`src/rtl/add_pkg.sv`:
```
// Shared definitions for the adder datapath: FSM state encodings, the sum width
// and a ceiling-log2 helper used to size counters.
package add_pkg;

  localparam int SUM_W_DEF = 5;

  typedef enum logic [1:0] {
    IDLE  = 2'd0,
    ACCUM = 2'd1,
    DONE  = 2'd2
  } state_t;

  function automatic int clog2(input int value);
    int r;
    r = 0;
    while ((1 << r) < value) r++;
    return r;
  endfunction

endpackage

```
`src/rtl/acc_add.sv`:
```
// ACC_W-bit unsigned adder returning {carry, sum}; with SUM_ACC_SATURATE_EN
// defined the sum clamps to all-ones whenever a carry occurs.
module acc_add #(
  parameter int ACC_W = 8
) (
  input  logic [ACC_W-1:0] a_i,
  input  logic [ACC_W-1:0] b_i,
  output logic [ACC_W-1:0] sum_o,
  output logic             carry_o
);

  logic [ACC_W:0] full_sum;

  assign full_sum = {1'b0, a_i} + {1'b0, b_i};
  assign carry_o  = full_sum[ACC_W];

`ifdef SUM_ACC_SATURATE_EN
  assign sum_o = full_sum[ACC_W] ? {ACC_W{1'b1}} : full_sum[ACC_W-1:0];
`else
  assign sum_o = full_sum[ACC_W-1:0];
`endif

endmodule

```
`src/rtl/sum_accumulator.sv`:
```
// Accumulates CNT accepted adder sums into one ACC_W-bit total with an overflow flag,
// over valid/ready on both sides. SUM_ACC_SATURATE_EN selects clamping instead of wrap.
module sum_accumulator
  import add_pkg::*;
#(
  parameter int SUM_W = SUM_W_DEF,
  parameter int CNT   = 4,
  parameter int ACC_W = 8
) (
  input  logic             clk,
  input  logic             rst_n,
  input  logic             in_valid,
  output logic             in_ready,
  input  logic [SUM_W-1:0] in_sum,
  output logic             out_valid,
  input  logic             out_ready,
  output logic [ACC_W-1:0] out_acc,
  output logic             out_ovf
);

  localparam int CNT_W = clog2(CNT + 1);

  state_t           state_q;
  logic [ACC_W-1:0] acc_q;
  logic [CNT_W-1:0] cnt_q;
  logic             ovf_q;
  logic             in_ready_q;
  logic             out_valid_q;

  logic             beat;
  logic [ACC_W-1:0] add_a;
  logic [ACC_W-1:0] add_b;
  logic [ACC_W-1:0] add_sum;
  logic             add_carry;

  assign beat  = in_valid && in_ready_q;
  // The first beat of a block adds onto zero, so one adder serves both IDLE and ACCUM.
  assign add_a = (state_q == IDLE) ? '0 : acc_q;
  assign add_b = ACC_W'(in_sum);

  acc_add #(.ACC_W(ACC_W)) u_acc_add (
    .a_i    (add_a),
    .b_i    (add_b),
    .sum_o  (add_sum),
    .carry_o(add_carry)
  );

  always_ff @(posedge clk or negedge rst_n) begin
    if (!rst_n) begin
      state_q     <= IDLE;
      acc_q       <= '0;
      cnt_q       <= '0;
      ovf_q       <= 1'b0;
      in_ready_q  <= 1'b1;
      out_valid_q <= 1'b0;
    end else begin
      case (state_q)
        IDLE: begin
          if (beat) begin
            acc_q <= add_sum;
            cnt_q <= CNT_W'(1);
            ovf_q <= 1'b0;
            if (CNT == 1) begin
              state_q     <= DONE;
              in_ready_q  <= 1'b0;
              out_valid_q <= 1'b1;
            end else begin
              state_q <= ACCUM;
            end
          end
        end
        ACCUM: begin
          if (beat) begin
            acc_q <= add_sum;
            cnt_q <= cnt_q + CNT_W'(1);
            ovf_q <= ovf_q | add_carry;
            if (cnt_q == CNT_W'(CNT - 1)) begin
              state_q     <= DONE;
              in_ready_q  <= 1'b0;
              out_valid_q <= 1'b1;
            end
          end
        end
        DONE: begin
          if (out_ready) begin
            state_q     <= IDLE;
            in_ready_q  <= 1'b1;
            out_valid_q <= 1'b0;
          end
        end
        default: begin
          state_q     <= IDLE;
          in_ready_q  <= 1'b1;
          out_valid_q <= 1'b0;
        end
      endcase
    end
  end

  assign in_ready  = in_ready_q;
  assign out_valid = out_valid_q;
  assign out_acc   = acc_q;
  assign out_ovf   = ovf_q;

endmodule

```
`config.mk`:
```
export PLATFORM = sky130hd
export DESIGN_NAME = sum_accumulator
export DESIGN_NICKNAME = d
export VERILOG_FILES = /design/src/rtl/add_pkg.sv /design/src/rtl/acc_add.sv /design/src/rtl/sum_accumulator.sv
export SDC_FILE = /design/constraint.sdc
export NUM_CORES = 1
export LEC_CHECK = 0
export ABC_AREA = 1
export CORE_ASPECT_RATIO = 1.4
export CORE_UTILIZATION = 50
export DETAILED_ROUTE_END_ITERATION = 10
export GPL_TIMING_DRIVEN = 0
export PLACE_DENSITY = 0.78
export SYNTH_ARGS = -nofsm -noshare
export SYNTH_HDL_FRONTEND = slang
export SYNTH_SLANG_ARGS = --single-unit
```
`constraint.sdc`:
```
create_clock -name clk -period 2.2 [get_ports clk]
set_input_delay 0.66 -clock clk [delete_from_list [all_inputs] [get_ports clk]]
set_output_delay 0.66 -clock clk [all_outputs]
set_load 0.01 [all_outputs]
```
; ---- After elaboration in Yosys (flattened, before gate mapping)
; Index checks and enable logic that the tools add are counted.
[word_totals]
ff_bits = 16
input_bits = 9
[op_classes]
addsub = 2
n_eq_ne = 7
n_mux = 20
bitwise = 2
reduce_logical = 8
[ops]
columns = op, count
row1 = 8-bit by 5-bit adder with 9-bit output, 1
row2 = 1-bit two-way mux, 8
row3 = 2-bit two-way mux, 4
row4 = 8-bit two-way mux, 1
row5 = 2-bit inequality test (second input constant), 4
row6 = 4-bit AND reduction, 2
row7 = 3-bit two-way mux, 2
row8 = 1-bit case mux with 3 select lines, 2
row9 = 2-bit case mux with 3 select lines, 1
row10 = 3-bit case mux with 2 select lines, 1
row11 = 3-bit by 1-bit adder with 3-bit output (second input constant), 1
row12 = 3-bit by 2-bit equality test with 1-bit output (second input constant), 1
row13 = 3-bit AND reduction, 1
row14 = 2-bit by 1-bit equality test with 1-bit output (second input constant), 1
row15 = 2-bit equality test (second input constant), 1
row16 = 2-bit zero test, 1
row17 = 1-bit case mux with 2 select lines, 1
row18 = 2-bit AND reduction, 1
row19 = 2-bit nonzero test, 1
row20 = 2-bit OR reduction, 1
row21 = 1-bit logical AND, 1
row22 = 1-bit NOT, 1
row23 = 1-bit OR, 1

; ---- Depth between registers and ports, before layout
[depth]
word_depth = 6
ltp_mapped = 13
depth_no_buf = 13

; ---- Modules after synthesis
; A second synthesis with hierarchy kept.
[unflattened]
cells_unflattened = 143
hier_area_um2 = 1109.8
[by_module_without_submodules]
columns = module, n_inst, cells_per_inst, area_each_um2
row1 = sum_accumulator, 1, 84, 733.2
row2 = acc_add, 1, 59, 376.6

; ---- Least setup slack after synthesis
; No wires, ideal clock.
[synth_path]
kind = reg-to-reg
from = reg state_q[0]
to = reg acc_q[6], in the netlist out_acc[6]
setup_ns = 0.113
arrival_ns = 1.788
path_slack_ns = 0.299
path_stages_with_launch = 13
n_path_buf = 0
cell_sequence = dfrtp_1 -> nor2_2 -> nor2_1 -> ha_1 -> fa_1 -> nand2_1 -> nand2_1 -> nand3_1 -> nand2_1 -> nand3_1 -> nand2_1 -> nand2_1 -> inv_1
[synth_between]
elab_chain_len = 3
word_cells_on_any_way = 6
classes_between = add/sub: 1 / eq/ne: 1 / mux: 1 / reduce/logical: 3
[synth_lines]
columns = element, line
row1 = start: declaration, sum_accumulator.sv:23  ; state_t state_q;
row2 = start signal: assignment, sum_accumulator.sv:50  ; state_q <= IDLE;
row3 = start signal: assignment, sum_accumulator.sv:64  ; state_q <= DONE;
row4 = start signal: assignment, sum_accumulator.sv:68  ; state_q <= ACCUM;
row5 = 2-bit zero test or 2-bit by 1-bit equality test with 1-bit output (tied branches), "sum_accumulator.sv:38, sum_accumulator.sv:57"
row6 = 8-bit two-way mux or 2-bit OR reduction (tied branches), --
row7 = 8-bit by 5-bit adder with 9-bit output or 2-bit AND reduction (tied branches), --
row8 = end signal: assignment, sum_accumulator.sv:60  ; acc_q <= add_sum;
row9 = end signal: assignment, sum_accumulator.sv:74  ; acc_q <= add_sum;
row10 = end: declaration, sum_accumulator.sv:24  ; logic [ACC_W-1:0] acc_q;
; Parallel ways exist; a longest one is shown, timed or not.
; A chain may end at the register's enable or synchronous reset.

; ---- Worst setup path after layout
[layout_path]
from = reg in_ready_q, in the netlist in_ready
to = out in_ready
[layout_lines]
columns = element, line
row1 = start: declaration, sum_accumulator.sv:27  ; logic in_ready_q;
row2 = start signal: assignment, sum_accumulator.sv:54  ; in_ready_q <= 1'b1;
row3 = start signal: assignment, sum_accumulator.sv:65  ; in_ready_q <= 1'b0;
row4 = start signal: assignment, sum_accumulator.sv:79  ; in_ready_q <= 1'b0;
row5 = end: declaration, sum_accumulator.sv:13  ; output logic in_ready,
; No word-level cell between the ends.

==> flow_summary.ini <==
[timing]
rsz0062_at_grt = false
max-slew-margin-rel_pct = 51.48
setup_viol = 0
whs_ps = 496.1
max_slew.worst_pin.slew_ps = 725.5
final_hold_viol_count = 0
fmax_mhz = 474.8
slew_viol_final = 0
finalCritPeriodShare_pct = 95.74
period_needed_ps = 2106
fin_skew_ps = 0.9653

[run]
max_cap_violations = 0

[finish]
final_nets = 164
fillCellCount = 158
regArea_um2 = 401.6
drive_above_1_share_pct = 15.07
antennaDiodeCount = 0
multi_input_area_um2 = 505.5
finish.utilization_pct = 69.65
finalNonFillerCells = 166
syn2layout_area_growth_pct = 27.61

[power]
p_per_area_nw_per_um2 = 1286
p_clk_share_pct = 12.3
power.switching_mw = 0.6837
p_comb_share_pct = 57.1
switching_share_pct = 42.35
p_seq_share_pct = 30.6
p_leak_nw = 0.6316
ir_drop_mv = 0.6186
internal_power_mw = 0.9306

[critical_path]
critPathMaxFanout = 5
crit_type = reg2out
worstPathRequired_ps = 1540
cp-end-kind = primary output
worstPathCellList = clkdlybuf4s50_1
cpPeakStageDelay_ps = 610
r2r_start = state_q[1]
critical-path-top-delay-family = flip-flops
startpoint_type = register
worstSetupStartpoint = in_ready
path_buf_inv = 1
crit_arrival_ps = 1450
slowest_stage = dfstp_2

[synth]
synth_cell_types = 27
async_reset_ff_share_pct = 100.0
yosys_warnings = 0
synthCells = 121
ys.flop_type = dfrtp_1
synth_area_leaders = dfrtp_1, nand2_1, ha_1
yosys.area.top_type = dfrtp_1
syn_area_um2 = 983.4
synth-edff-count = 0
seq_area_frac_synth_pct = 40.84
ys_ff_latch = 16
netlist.area_leader.share_pct = 38.17
avgSynthCellArea_um2 = 8.128
synth_fp_nets = 138

[clocking]
cts_tree = built
cts_inserted_buffers = 3
clock-sinks = 16
clock_path_buffers = 2
htreeDepth = 1
clk_pin_slew_worst_paths_ps = 100
root_buffer = clkbuf_4
ctsHoldBuffers = 0
clk-insertion-delay-late_ps = 290

[global_route]
grt_max_degree = 17
grtUsageTotal_pct = 21.13
grt_antenna_before_repair = 0
grt_pass1_wl_um = 3084
overflow = 0
grt_pass1_vias = 772

[routing]
avgRoutedWirePerCell_um = 11.72
vias = 847
ant_nets = 0
drt_iter0_drc = 9
first_pass_iters = 4
postRouteWirelength_um = 1945
drc = 0
drt-vias-per-instance = 5.102

[placed_design]
dp_hpwl_um = 1515
io_buffer_count = 19
place_inst = 160
gp_congestion = 0.7700

[outcome]
status = completed

[floorplanning]
core_um2 = 1802
initial_core_util_pct = 54.58
die_w_um = 39.48
io_pins = 20
die_h_um = 54.48
rows = 18
die_area_um2 = 2151

[min_path]
min_path_type = reg2reg
hp-start = cnt_q[2]
routing by layer:
metal / part of all wire, % / global-route usage (%) / vias to the layer above
li1: - / - / 439
met1: 43 / 22.92 / 389
met2: 53 / 38.80 / 17
met3: 3.6 / 3.659 / 2
met4: 0.67 / 8.621 / 0
met5: 0 / 0 / -
registers in the layout (all words and copies together), names as in the netlist:
register and count:
in_ready 1, out_valid 1, cnt_q 3, state_q 2, out_ovf 1, out_acc 8
path summary, 6_finish.rpt:
check	endpoint	slack (ps)	depth (start not counted)
setup / recovery	in_ready	90	1
hold / removal	cnt_q[2]	500	2
setup reg to reg	out_acc[6]	220	12
hold reg to reg	cnt_q[2]	500	2
max in group asynchronous	cnt_q[1]	950	1
min in group asynchronous	out_acc[5]	800	1
cell families after synthesis:
group           count (synthesis)  synth area share (%)
buf+inv                        19                 8.270
compound gates                 14                 9.034
fa+ha+maj                       8                 10.94
simple gates                   64                 30.92
flops                          16                 40.84
synthesized netlist by cell type (2+ instances only):
master,number
a21oi_1,3
ha_1,7
nand3_1,11
nor2_2,4
o21ai_1,4
dfrtp_1,15
inv_2,2
inv_1,14
nor2_1,9
nand2_1,34
o21ai_0,2
repair_timing:
action / CTS / global route
gates resized for setup: 1 / 0
buffers inserted: 0 / 2
gates cloned: 0 / 0
endpoints found under the hold margin: 0 / 0
pin swaps: 0 / 1
endpoints found under the setup margin: 1 / 1
stage by stage:
step | worst slack (ps) | area [µm²] | power [mW] | TNS, ps
6_report | 93.63 | 1255 | 1.614 | 0
5_1_grt | 24.50 | 1255 | 1.758 | 0
4_1_cts | 92.37 | 1240 | 1.600 | 0
3_5_place_dp | -178.1 | 1199 | 1.389 | -340.4
3_3_place_gp | -150.9 | 1199 | 1.348 | -253.0
2_1_floorplan | 299.5 | 983.4 | 1.087 | 0
cell usage in the layout, fill, tap and decap left out, types with 2 or more instances in the layout:
master	n
nand2_1	34
clkdlybuf4s50_1	19
dfrtp_1	15
inv_1	14
nand3_1	11
nor2_1	9
ha_1	7
o21ai_1	4
nor2_2	3
a21oi_1	3
clkbuf_4	3
inv_2	2
o21ai_0	2
buf_4	2
power by group through the flow:
stage               sequential (mW)  combinational (mW)  clock (mW)
floorplan                     0.521               0.566           0
global placement              0.487               0.861           0
detailed placement            0.495               0.894           0
CTS                           0.495               0.903       0.202
global route                  0.510                1.03       0.214
finish                        0.494               0.922       0.198
final cells by class:
type	count	share of cell area, %
flip-flops and latches	16	32.00
multi-input cells	86	40.28
repair buffers	21	16.35
well taps	20	1.994
inverters	18	5.583
clock buffers	4	2.891
plain buffers	1	0.8973
Note: power is estimated with default switching activity, not from simulation.
